`src/rtl/issue_hazard_gate.sv`:
```
// One-entry ID-stage issue buffer: holds a decoded instruction until its sources clear in the
// register-invalid scoreboard, then issues it to EX. Optional build macro: ISSUE_FWD_EN.
module issue_hazard_gate #(
   parameter int PAYLOAD_W  = 16,
   parameter int STALLCNT_W = 16,
   parameter int FWD_THRESH = 1
) (
   input  logic                  clk,
   input  logic                  reset,
   input  logic                  in_valid,
   output logic                  in_ready,
   input  logic [2:0]            in_rs_adr,
   input  logic [2:0]            in_rt_adr,
   input  logic                  in_rs_use,
   input  logic                  in_rt_use,
   input  logic [2:0]            in_rd_adr,
   input  logic                  in_regwrite,
   input  logic                  in_from_mem,
   input  logic [PAYLOAD_W-1:0]  in_payload,
   input  logic                  flush,
   input  logic [2:0]            register_invalid [7:0],
   output logic                  out_valid,
   input  logic                  out_ready,
   output logic [PAYLOAD_W-1:0]  out_payload,
   output logic                  regwrite_cur,
   output logic                  from_main_mem_id,
   output logic [2:0]            regwrite_adr_id,
   output logic                  stalled,
   output logic [STALLCNT_W-1:0] stall_cycles
);

   typedef enum logic {EMPTY, HELD} state_t;

   typedef struct packed {
      logic [2:0]           rs;
      logic [2:0]           rt;
      logic                 rs_use;
      logic                 rt_use;
      logic [2:0]           rd;
      logic                 regwrite;
      logic                 from_mem;
      logic [PAYLOAD_W-1:0] payload;
   } instr_t;

   // Largest pending count that still counts as ready (EX forwards those results).
`ifdef ISSUE_FWD_EN
   localparam logic [2:0] READY_MAX = 3'(FWD_THRESH);
`else
   localparam logic [2:0] READY_MAX = 3'd0;
`endif

   state_t state, state_nxt;
   instr_t held, in_instr;
   logic   src_a_busy, src_b_busy, hazard, fire, accept;

   assign in_instr = '{rs: in_rs_adr, rt: in_rt_adr, rs_use: in_rs_use, rt_use: in_rt_use,
                       rd: in_rd_adr, regwrite: in_regwrite, from_mem: in_from_mem,
                       payload: in_payload};

   always_ff @(posedge clk or posedge reset) begin
      if (reset) state <= EMPTY;
      else       state <= state_nxt;
   end

   always_comb begin
      state_nxt  = state;
      src_a_busy = held.rs_use && (register_invalid[held.rs] > READY_MAX);
      src_b_busy = held.rt_use && (register_invalid[held.rt] > READY_MAX);
      hazard     = src_a_busy || src_b_busy;
      out_valid  = (state == HELD) && !hazard && !flush;
      fire       = out_valid && out_ready;
      // in_ready depends only on state, scoreboard, flush and out_ready, never on in_valid
      in_ready   = ((state == EMPTY) || fire) && !flush;
      accept     = in_valid && in_ready;
      stalled    = (state == HELD) && hazard;
      case (state)
         EMPTY: if (accept) state_nxt = HELD;
         HELD: begin
            if (flush)                state_nxt = EMPTY;
            else if (fire && !accept) state_nxt = EMPTY;
         end
         default: state_nxt = EMPTY;
      endcase
   end

   always_ff @(posedge clk or posedge reset) begin
      if (reset)              held <= '0;
      else if (accept)        held <= in_instr;
      else if (fire || flush) held <= '0;
   end

   always_ff @(posedge clk or posedge reset) begin
      if (reset)                                 stall_cycles <= '0;
      else if (stalled && (stall_cycles != '1))  stall_cycles <= stall_cycles + 1'b1;
   end

   assign out_payload      = held.payload;
   assign regwrite_cur     = fire && held.regwrite;
   assign from_main_mem_id = held.from_mem;
   assign regwrite_adr_id  = held.rd;

endmodule

```
`config.mk`:
```
export PLATFORM = sky130hd
export DESIGN_NAME = issue_hazard_gate
export DESIGN_NICKNAME = d
export VERILOG_FILES = /design/src/rtl/issue_hazard_gate.sv
export SDC_FILE = /design/constraint.sdc
export NUM_CORES = 1
export LEC_CHECK = 0
export BUFFER_PORTS_ARGS = -buffer_cell sky130_fd_sc_hd__clkbuf_2
export CAP_MARGIN = 25
export CELL_PAD_IN_SITES_DETAIL_PLACEMENT = 0
export CELL_PAD_IN_SITES_GLOBAL_PLACEMENT = 1
export CORE_ASPECT_RATIO = 1.4
export CORE_UTILIZATION = 38
export DETAILED_ROUTE_END_ITERATION = 16
export PLACE_DENSITY_LB_ADDON = 0.25
export SETUP_SLACK_MARGIN = 0.05
export SYNTH_ARGS = -nofsm -noshare
export SYNTH_HDL_FRONTEND = slang
export SYNTH_SLANG_ARGS = --single-unit
```
`constraint.sdc`:
```
create_clock -name clk -period 3.7 [get_ports clk]
set_input_delay 0 -clock clk [delete_from_list [all_inputs] [get_ports clk]]
set_output_delay 0 -clock clk [all_outputs]
set_load 0.02 [all_outputs]
```
# Word-level counts from Yosys, hierarchy flattened
# Index checks and enable logic that the tools add are counted.
# classes
reduce_logical	18
addsub	1
n_eq_ne	1
n_lt_le_gt_ge	4
n_mux	10
n_bitwise	1
# op_table
cell	n
$mux W29	2
$bmux W3 S3	2
$add A16 B1 Y16 const B	1
$ne A16 B16 Y1 const B	1
$logic_and A1 B1 Y1	11
$lt A3 B4 Y1 const B	2
$gt A3 B1 Y1 const B	2
$mux W3	2
$logic_not A1 Y1	3
$logic_or A1 B1 Y1	3
$mux W1	3
$pmux W1 S2	1
$reduce_bool A2 Y1	1
$not A1 Y1	1
# totals
input_bits	58
ff_bits	46
elab_cells	45
out_inout_bits	40

# Longest topological paths before layout
# Gate-level depths: netlist of run 1.
# depth
ltp_word	17
mapped_depth	9
ltp_nobuf	6

# Least setup slack after synthesis of run 1
# No wires, ideal clock.
# synth_timing
kind	reg-to-output
from	reg held[23] (netlist name)
to	out regwrite_cur
path_buffers	1
required_ns	3.700
path_slack_ns	1.586
t_arrival_ns	2.114
stages_incl_launch_ff	8
cell_sequence	dfrtp_1 > buf_4 > nor4_1 > a211oi_1 > nor4_2 > nand2_1 > nor3_1 > and3_1
# synth_between
elab_chain_len	10
# synth_rtl
element	line_no	rtl
start, declared	53	instr_t held, in_instr;
start signal, assigned	88	else if (accept) held <= in_instr;
$bmux W3 S3	68	src_b_busy = held.rt_use && (register_invalid[held.rt] > READY_MAX);
$mux W3 (not written as such)	68	
$gt A3 B1 Y1	68	
$logic_and A1 B1 Y1	68	
$logic_or A1 B1 Y1	69	hazard = src_a_busy || src_b_busy;
$logic_not A1 Y1	70	out_valid = (state == HELD) && !hazard && !flush;
$logic_and A1 B1 Y1 (2 in series)	70	
via out_valid	22	output logic out_valid,
$logic_and A1 B1 Y1	71	fire = out_valid && out_ready;
$logic_and A1 B1 Y1	98	assign regwrite_cur = fire && held.regwrite;
end, declared	25	output logic regwrite_cur,
# The timed path passes the listed nets, and every way through them passes these cells. The select of a mux whose other input is x is not followed.

# Worst setup path after layout of run 1
# layout_timing
from	reg held[23] (netlist name)
to	reg held, in the netlist out_payload[2]
# layout_between
elab_chain_len	13
word_cells_on_any_way	15
cone_classes	1 x order compare; 3 x mux; 11 x reduce/logical
# layout_rtl
element	line_no	rtl
$bmux W3 S3 (*)	68	
$mux W3 (not written as such) (*)	68	
$gt A3 B1 Y1 (*)	68	
$logic_and A1 B1 Y1 (*)	68	
$logic_or A1 B1 Y1 (*)	69	
$logic_not A1 Y1 (*)	70	
$logic_and A1 B1 Y1 (*) (2 in series)	70	
$logic_and A1 B1 Y1 (*)	71	
$logic_or A1 B1 Y1	73	in_ready = ((state == EMPTY) || fire) && !flush;
$logic_and A1 B1 Y1	73	
$logic_and A1 B1 Y1	74	accept = in_valid && in_ready;
$mux W29 / $reduce_bool A2 Y1 (equally long branches)	-	
# Mark *: on every way between the ends. The rest lies on a longest branch, timed or not. The select of a mux whose other input is x is not followed.
# A chain may end at the register's enable or synchronous reset.

==> results of run 1 <==
final cells by class:
cell class | count | area share
flip-flops and latches | 46 | 0.3746
repair buffers | 131 | 0.2704
clock buffers | 5 | 0.02239
well taps | 68 | 0.02769
clock inverters | 3 | 0.007736
inverters | 4 | 0.004886
multi-input cells | 117 | 0.2923
flip-flops by register name, summed over array words and instances, names as in the netlist:
| name | count |
|---|---|
| regwrite_adr_id | 3 |
| from_main_mem_id | 1 |
| stall_cycles | 16 |
| held | 9 |
| state | 1 |
| out_payload | 16 |
metrics by stage:
step / util / hold WS, ns
after CTS: 0.5408 / 0.007678
after global routing: 0.5443 / 0.04718
after floorplan: - / 0.06641
after global placement: 0.4694 / 0.2194
after detailed placement: 0.4694 / 0.2251
final: 0.5443 / 0.008464
worst min-delay path, stage by stage:
cell	delay [ns]
clkbuf_2	0.14
nor2_1	0.06
nor2_1	0.07
cells by family (layout without fill, tap and decap cells):
group	after synthesis	in the layout	synth area share
buffers and inverters	35	143	0.1033
AO/OA/AOI/OAI	43	43	0.1634
adder cells (fa/ha/maj)	1	1	0.005521
multiplexers	1	1	0.004969
XOR/XNOR	15	15	0.05798
AND/OR/NAND/NOR	57	57	0.1568
flip-flops	46	46	0.5080
layer usage:
| layer | wire length, um | share of wire | global-route usage | vias up |
|---|---|---|---|---|
| met2 | 2847 | 0.51 | 0.3183 | 65 |
| met5 | 0 | 0 | 0 | - |
| met1 | 2296 | 0.41 | 0.2184 | 916 |
| li1 | - | - | - | 935 |
| met4 | 128 | 0.023 | 0.07801 | 0 |
| met3 | 271 | 0.049 | 0.03780 | 9 |
what timing repair did:
item | 4_1_cts | 5_1_grt
hold endpoints to repair | 76 | 0
setup buffers | 0 | 0
hold buffers | 31 | 0
power groups by stage:
| stage | clock (mW) | combinational (mW) | sequential [mW] |
|---|---|---|---|
| floorplan | 0 | 0.150 | 0.611 |
| global placement | 0 | 0.234 | 0.605 |
| detailed placement | 0 | 0.235 | 0.606 |
| CTS | 0.329 | 0.262 | 0.596 |
| global route | 0.346 | 0.286 | 0.602 |
| finish | 0.314 | 0.262 | 0.595 |
final timing paths:
| path | end | start | depth (start not counted) | slack [ns] |
|---|---|---|---|---|
| max | out_payload[2]$_DFFE_PP0P_ | held[23]$_DFFE_PP0P_ | 7 | 1.18 |
| min | state$_DFF_PP0_ | in_valid | 3 | 0.008 |
| max reg2reg | out_payload[2]$_DFFE_PP0P_ | held[23]$_DFFE_PP0P_ | 7 | 1.18 |
| min reg2reg | stall_cycles[15]$_DFFE_PP0P_ | stall_cycles[15]$_DFFE_PP0P_ | 1 | 0.50 |
| max in group asynchronous | regwrite_adr_id[2]$_DFFE_PP0P_ | reset | 4 | 3.19 |
| min in group asynchronous | stall_cycles[2]$_DFFE_PP0P_ | reset | 3 | 0.08 |
synth_stat cells, drive strengths merged:
| master | count |
|---|---|
| a2111oi | 1 |
| a211oi | 3 |
| a21oi | 2 |
| a221oi | 2 |
| a22o | 29 |
| a31o | 1 |
| a31oi | 1 |
| and2 | 2 |
| and3 | 6 |
| and4 | 2 |
| buf | 28 |
| clkbuf | 3 |
| dfrtp | 46 |
| ha | 1 |
| inv | 4 |
| mux2 | 1 |
| nand2 | 5 |
| nand3 | 4 |
| nand3b | 1 |
| nand4 | 11 |
| nor2 | 5 |
| nor2b | 2 |
| nor3 | 6 |
| nor3b | 2 |
| nor4 | 7 |
| nor4b | 3 |
| o2111ai | 1 |
| o21ai | 2 |
| o31ai | 1 |
| or3b | 1 |
| xnor2 | 13 |
| xor2 | 2 |
==> impl_metrics.json, run 1 <==
{
  "grt_max_degree": 47,
  "critPathTopFamily": "simple AND/OR/NAND/NOR gates",
  "slew_headroom": 0.5314,
  "cp_cell_sequence": "nor4b_2 -> a2111oi_2 -> nor4_2 -> a31oi_1 -> nor3b_4 -> buf_4 -> a22o_1",
  "synth.area.top_cells": "dfrtp_1, a22o_1, buf_4",
  "setup_ws_ns": 1.178,
  "dpl.hpwl_mm": 3.805,
  "clkPwrFrac": 0.268,
  "synth.distinct_cells": 39,
  "syn_to_final_growth_pct": 35.62,
  "clockBufferDepth": 2,
  "tns_ns": 0,
  "root_buffer": "clkbuf_8",
  "route.detailed.drc": 0,
  "path_buf_inv": 1,
  "worst-path-max-fanout": 23,
  "ios": 98,
  "mostFrequentLayoutCell": "clkbuf_2",
  "p_per_area_nw_per_um2": 381.1,
  "cts_sinks": 46,
  "synth_nets": 257,
  "die-area_um2": 6280,
  "stdcell_count": 374,
  "p_leak_nw": 1.521,
  "rsz0062_at_grt": "false",
  "ant_nets": 0,
  "wl_per_cell_um": 14.82,
  "crit_type": "register to register",
  "design_area_um2": 3073,
  "grt_overflow": 0,
  "power_frac_comb": 0.223,
  "path_clk_slew_ns": 0.10,
  "drt_iter0_drc": 95,
  "clock-skew-final_ns": 0.01893,
  "io_buffers": 97,
  "cts_resized": 0,
  "required_ns": 3.95,
  "power.internal_mw": 0.7993,
  "rows": 32,
  "peakVddDrop_mv": 0.2377,
  "cp_slowest_cell": "dfrtp_1",
  "cts_max_level": 2,
  "pwr-share-seq": 0.508,
  "wl_mm": 5.543,
  "synth.top_cell.area_share": 0.5080,
  "fp.dieH_um": 93.37,
  "nets": 364,
  "grt_pass1_wl_mm": 8.749,
  "outcome": "complete, no violations",
  "placed_cells": 334,
  "yosysTopAreaCell": "dfrtp_1",
  "setup_viol": 0,
  "cts_tree": "yes",
  "arrival_ns": 2.77,
  "sw_frac_of_total": 0.3175,
  "fmax_mhz": 396.5,
  "start_util": 0.4014,
  "dpl-instance-area_um2": 2650,
  "hp-class": "primary input to register",
  "multi_input_area_um2": 898.4,
  "firstDrtPassIters": 4,
  "syn_area_per_cell_um2": 11.44,
  "die_w_um": 67.26,
  "hold_viol_final": 0,
  "layout_common_cells": "clkbuf_2, dfrtp_1, dlygate4sd3_1",
  "grt_pass1_vias": 1914,
  "synthesis.area_um2": 2266,
  "register_area_um2": 1151,
  "ys_warn_count": 0,
  "grt_usage": 0.1856,
  "via_per_inst": 5.147,
  "core_um2": 5645,
  "fill_cells": 528,
  "critPathCaptureType": "register",
  "numCtsBuffers": 5,
  "place.gp.congestion": 0.7716,
  "ys_seq_area_frac": 0.5080,
  "vias": 1925,
  "dp_slack_ns": 1.219,
  "cpPeakStageDelay_ns": 0.48,
  "drive_gt1_frac": 0.3824,
  "antennaDiodeCount": 0,
  "tightest_slew_ns": 0.7030,
  "drv_slew": 0,
  "synth-seq-cells": 46,
  "start_kind": "register",
  "insertion_delay_ns": 0.31,
  "period_share": 0.6816,
  "finalCriticalPeriod_ns": 2.522,
  "antenna_found_initial": 0,
  "total_power_mw": 1.171,
  "cap_viol_max_count": 0,
  "p_sw_mw": 0.3719,
  "syn-instance-count": 198
}
(Power assumes the default switching activity.)
==> run 2: changes to the inputs <==
- ABC_AREA: unset -> 1
- CORE_UTILIZATION: 38 -> 36
- clock period: 3.7 -> 2.5 ns (I/O delays scaled with it)
==> run 2 against run 1 <==
  * Worst setup slack got worse by 0.78 ns
  * Clock-buffer cell count is 1 higher
  * Global-route usage rose by 1.3 points
  * Largest cell class is now multi-input combinational cells
==> impl_metrics.json, run 2 <==
{
  "via_per_inst": 5.107,
  "root_buffer": "clkbuf_8",
  "finalCriticalPeriod_ns": 2.098,
  "worst-path-max-fanout": 31,
  "drt_iter0_drc": 197,
  "antenna_found_initial": 0,
  "die_w_um": 77.99,
  "antennaDiodeCount": 0,
  "cap_viol_max_count": 0,
  "layout_common_cells": "nand2_1, clkbuf_2, dfrtp_1",
  "synthMuxAreaShare": 0,
  "synth.top_cell.area_share": 0.3955,
  "place.gp.congestion": 0.8231,
  "cts_sinks": 46,
  "grt_pass1_vias": 2808,
  "tns_ns": 0,
  "ys_seq_area_frac": 0.3955,
  "period_share": 0.8391,
  "setup_viol": 0,
  "path_clk_slew_ns": 0.10,
  "start_kind": "register",
  "synth_nets": 429,
  "hp-class": "primary input to asynchronous set/reset pin",
  "clkPwrFrac": 0.265,
  "drv_slew": 0,
  "p_leak_nw": 1.892,
  "synth_most_common_cell": "nand2_1",
  "nets": 527,
  "fmax_mhz": 476.7,
  "syn_to_final_growth_pct": 28.42,
  "cp_cell_sequence": "nand2_1 -> nand2_1 -> a21oi_1 -> nand2_1 -> nand2_1 -> nand2_1 -> nand3_4 -> nand4_4 -> buf_4 -> a21oi_1 -> clkbuf_2",
  "p_sw_mw": 0.7630,
  "ant_nets": 0,
  "grt_overflow": 0,
  "critPathTopFamily": "simple AND/OR/NAND/NOR gates",
  "cts_tree": "yes",
  "path_buf_inv": 2,
  "synthAdderAreaFrac": 0.004299,
  "synth-edff-count": 0,
  "synth_xor_area_frac": 0.03912,
  "dpl.hpwl_mm": 5.735,
  "ios": 98,
  "vias": 2906,
  "die-area_um2": 8453,
  "cpPeakStageDelay_ns": 0.50,
  "numCtsBuffers": 5,
  "p_per_area_nw_per_um2": 572.0,
  "slew_headroom": 0.3190,
  "syn-instance-count": 370,
  "required_ns": 2.50,
  "crit_type": "register to output port",
  "drive_gt1_frac": 0.2623,
  "synthesis.area_um2": 2910,
  "synth_common_cells": "nand2_1, dfrtp_1, nand4_1",
  "route.detailed.drc": 0,
  "grt_max_degree": 47,
  "io_buffers": 97,
  "outcome": "complete, no violations",
  "utilization": 0.4793,
  "tightest_slew_ns": 1.020,
  "synthFlopType": "dfrtp_1",
  "arrival_ns": 2.10,
  "hold-worst-slack_ns": 0.1425,
  "peakVddDrop_mv": 0.3853,
  "yosysTopAreaCell": "dfrtp_1",
  "firstDrtPassIters": 4,
  "core_um2": 7797,
  "mostFrequentLayoutCell": "nand2_1",
  "insertion_delay_ns": 0.30,
  "sw_frac_of_total": 0.3569,
  "power_frac_comb": 0.297,
  "start_util": 0.3732,
  "hold_viol_final": 0,
  "fp.dieH_um": 108.4,
  "wl_per_cell_um": 14.38,
  "syn_area_per_cell_um2": 7.866,
  "synthArstFlopShare": 1.000,
  "critPathMostFrequentCell": "nand2_1",
  "critPathCaptureType": "output port",
  "synth_compound_area_frac": 0.1204,
  "rsz0062_at_grt": "false",
  "synth.distinct_cells": 30,
  "pwr-share-seq": 0.438,
  "grt_usage": 0.1990,
  "grt_pass1_wl_mm": 13.31,
  "wl_mm": 8.182,
  "ys_warn_count": 0,
  "power.internal_mw": 1.375,
  "synth.area.top_cells": "dfrtp_1, nand2_1, o2111ai_1",
  "synthSimpleGateAreaFrac": 0.3052,
  "clock-skew-final_ns": 0.01133,
  "cts_max_level": 2,
  "cp_slowest_cell": "dfrtp_1",
  "clockBufferDepth": 2,
  "synth_top_family_by_area": "simple AND/OR/NAND/NOR gates",
  "synth-seq-cells": 46,
  "rows": 38
}
## run 2: changes by cell type after synthesis, moves of 12 or more
cell,change
nand4_1,+20
inv_1,+22
a22o_1,-29
nand2_1,+94
clkbuf_1,+12
nor2_1,+24
o2111ai_1,+28
## run 2: worst register-to-register path, delay by kind of cell, from the launching register on
kind                       cells  cell delay (ns)
DFF                            1             0.44
adders and majority gates      1             0.24
buffers and inverters          2             0.22
and+or+nand+nor                6             0.99
AOI/OAI and AO/OA              1             0.08
## run 2: layer usage
layer	GRT usage	wire (um)	vias up
met4	0.06085	131	0
li1	-	-	1445
met1	0.2297	3267	1372
met3	0.02869	336	9
met5	0	0	-
met2	0.3761	4446	80
## run 2: what timing repair did
action	4_1_cts	5_1_grt
hold endpoints to repair	76	0
gates resized for setup	0	1
hold buffers	31	0
setup buffers	0	0
setup endpoints to repair	0	1
## run 2: cells by family (layout without fill, tap and decap cells)
| logic type | Yosys count | in the layout |
|---|---|---|
| xor+xnor | 13 | 13 |
| fa+ha+maj | 1 | 1 |
| buf+inv | 74 | 173 |
| compound gates | 46 | 46 |
| flops | 46 | 46 |
| simple gates | 190 | 190 |
## run 2: metrics by stage
step	instance area (um^2)	worst slack (ns)	std cells	power, mW
floorplan	2910	0.6472	370	1.357
global placement	3292	0.3357	529	1.543
detailed placement	3292	0.3286	529	1.545
CTS	3712	0.3294	568	2.157
global route	3737	0.07948	569	2.255
finish	3737	0.4023	569	2.138
## run 2: power by group through the flow
| stage | Sequential, mW | Combinational (mW) | Clock, mW |
|---|---|---|---|
| 2_1_floorplan | 1.01 | 0.349 | 0 |
| 3_3_place_gp | 0.950 | 0.593 | 0 |
| 3_5_place_dp | 0.949 | 0.596 | 0 |
| 4_1_cts | 0.936 | 0.636 | 0.585 |
| 5_1_grt | 0.948 | 0.701 | 0.606 |
| 6_report | 0.936 | 0.634 | 0.567 |
## run 2: final timing paths
| path | from | endpoint | slack (ns) | cells past startpoint |
|---|---|---|---|---|
| max reg2reg | stall_cycles[0]$_DFFE_PP0P_ | stall_cycles[3]$_DFFE_PP0P_ | 0.41 | 10 |
| max in group asynchronous | reset | stall_cycles[4]$_DFFE_PP0P_ | 1.87 | 4 |
| min in group clk | in_valid | out_payload[14]$_DFFE_PP0P_ | 0.23 | 4 |
| min | reset | out_payload[0]$_DFFE_PP0P_ | 0.14 | 3 |
| min reg2reg | stall_cycles[6]$_DFFE_PP0P_ | stall_cycles[6]$_DFFE_PP0P_ | 0.54 | 2 |
| max | held[23]$_DFFE_PP0P_ | in_ready | 0.40 | 11 |
## run 2: layout make-up
type                    count  area (um^2)
clock inverters             2        37.54
multi-input cells         250         1370
flip-flops and latches     46         1151
repair buffers            135        860.8
fillers                   815         4060
well taps                 100        125.1
inverters                  30        120.1
clock buffers               6        72.57
==> run 3: changes to the inputs <==
- clock period: 2.5 -> 2.1 ns (I/O delays scaled with it)
==> run 3 against run 2 <==
  * Final area is 4.3% higher
  * Largest power group unchanged
  * Largest cell class unchanged
  * Global-route usage up 0.96 points
  * Worst setup slack worse by 0.22 ns
  * Sequential power increased by 18%
  * Critical endpoint is now regwrite_cur
  * Total power is 29% higher
==> impl_metrics.json, run 3 (synthesis results as in run 2) <==
{
  "critPathCaptureType": "output port",
  "tns_ns": 0,
  "clock-skew-final_ns": 0.009187,
  "fmax_mhz": 522.1,
  "die_w_um": 77.99,
  "cpPeakStageDelay_ns": 0.47,
  "reg2reg_depth": 12,
  "crit_type": "register to output port",
  "clkPwrFrac": 0.290,
  "ff2ff_setup_slack_ns": 0.21,
  "path_buf_inv": 4,
  "antenna_found_initial": 0,
  "hold_depth": 4,
  "clockBufferDepth": 2,
  "peakVddDrop_mv": 0.4521,
  "ant_nets": 0,
  "route.detailed.drc": 0,
  "critPathTopFamily": "buffers and inverters",
  "path_clk_slew_ns": 0.10,
  "drt_iter0_drc": 224,
  "wl_per_cell_um": 14.80,
  "setup_viol": 0,
  "syn_to_final_growth_pct": 33.88,
  "vias": 2939,
  "tightest_slew_ns": 0.6218,
  "critPathLaunch": "held[26]$_DFFE_PP0P_",
  "r2r-end": "stall_cycles[4]$_DFFE_PP0P_",
  "design_area_um2": 3896,
  "hp-class": "primary input to register",
  "grt_overflow": 0,
  "fp.dieH_um": 108.4,
  "ios": 98,
  "p_per_area_nw_per_um2": 705.3,
  "cap_viol_max_count": 0,
  "sw_frac_of_total": 0.3397,
  "start_util": 0.3732,
  "layout_common_cells": "nand2_1, clkbuf_2, dfrtp_1",
  "hold_viol_final": 0,
  "cts_sinks": 46,
  "p_leak_nw": 1.985,
  "root_buffer": "clkbuf_8",
  "firstDrtPassIters": 7,
  "insertion_delay_ns": 0.30,
  "power.internal_mw": 1.814,
  "mostFrequentLayoutCell": "nand2_1",
  "antennaDiodeCount": 0,
  "r2r_start": "held[26]$_DFFE_PP0P_",
  "drv_slew": 0,
  "cp_cell_sequence": "buf_4 -> buf_4 -> nand3_1 -> nand3_1 -> nand3_4 -> nand4_4 -> buf_12 -> nor2_1 -> clkbuf_2",
  "required_ns": 2.10,
  "worst-path-max-fanout": 11,
  "slew_headroom": 0.5855,
  "rows": 38,
  "numCtsBuffers": 5,
  "cp_slowest_cell": "dfrtp_2",
  "finalCriticalPeriod_ns": 1.915,
  "die-area_um2": 8453,
  "period_share": 0.9120,
  "via_per_inst": 5.050,
  "p_sw_mw": 0.9336,
  "drive_gt1_frac": 0.2905,
  "outcome": "complete, no violations",
  "worstHoldEndpoint": "held[26]$_DFFE_PP0P_",
  "place.gp.congestion": 0.8307,
  "cts_tree": "yes",
  "arrival_ns": 1.92,
  "pwr-share-seq": 0.399,
  "start_kind": "register",
  "nets": 540,
  "io_buffers": 97,
  "grt_pass1_vias": 2767,
  "grt_max_degree": 47,
  "hold_path.startpoint": "in_valid",
  "rsz0062_at_grt": "true",
  "grt_pass1_wl_mm": 13.79,
  "dpl.hpwl_mm": 5.893,
  "core_um2": 7797,
  "cts_max_level": 2,
  "grt_usage": 0.2086,
  "dpl-instance-area_um2": 3357,
  "power_frac_comb": 0.311,
  "wl_mm": 8.615
}
run 3: worst reg2reg max path: cells and delay by family (launching register included):
family,cells,cell delay (ns)
AOI/OAI and AO/OA,2,0.33
buffers and inverters,2,0.36
DFF,1,0.47
and+or+nand+nor,8,0.63
run 3: cell type report:
type                       count  area (um^2)
inverter                      30        120.1
multi-input combinational    250         1369
timing repair buffer         148        991.0
fill                         828         3901
sequential                    46         1154
tap                          100        125.1
clock buffer                   5        68.82
clock inverter                 3        68.82
run 3: power by group through the flow:
| stage | clock network (mW) | logic [mW] | registers (mW) |
|---|---|---|---|
| after floorplan | 0 | 0.416 | 1.20 |
| after global placement | 0 | 0.793 | 1.11 |
| after detailed placement | 0 | 0.797 | 1.11 |
| after CTS | 0.819 | 0.846 | 1.10 |
| after global routing | 0.855 | 0.946 | 1.11 |
| final | 0.798 | 0.855 | 1.10 |
run 3: through the flow:
stage / utilization / worst slack [ns] / hold slack, ns / power, mW / std cells
2_1_floorplan: - / 0.2472 / 0.06314 / 1.616 / 370
3_3_place_gp: 0.4305 / 0.2070 / 0.1855 / 1.902 / 536
3_5_place_dp: 0.4305 / 0.2180 / 0.1808 / 1.910 / 536
4_1_cts: 0.4888 / 0.08635 / 0.2231 / 2.763 / 575
5_1_grt: 0.4997 / 0.04152 / 0.2409 / 2.911 / 582
6_report: 0.4997 / 0.1848 / 0.2280 / 2.748 / 582
run 3: metal layers:
metal / up-vias / part of all wire / track usage
li1: 1470 / - / -
met1: 1373 / 0.41 / 0.2623
met2: 84 / 0.53 / 0.3673
met3: 12 / 0.042 / 0.02954
met4: 0 / 0.015 / 0.06746
met5: - / 0 / 0
run 3: how the worst max path moves through the flow:
stage,endpoint,cells after the start
2_1_floorplan,stall_cycles[4]$_DFFE_PP0P_,11
6_report,regwrite_cur,9
3_5_place_dp,stall_cycles[4]$_DFFE_PP0P_,12
3_3_place_gp,held[27]$_DFFE_PP0P_,13
4_1_cts,in_ready,10
5_1_grt,stall_cycles[4]$_DFFE_PP0P_,12
run 3: repair_timing:
| action | 4_1_cts | 5_1_grt |
|---|---|---|
| setup buffers | 0 | 6 |
| endpoints found under the setup margin | 2 | 2 |
| hold buffers | 31 | 0 |
| pin swaps | 0 | 3 |
| endpoints found under the hold margin | 76 | 0 |
| resized for setup | 3 | 7 |
| cloned | 0 | 1 |
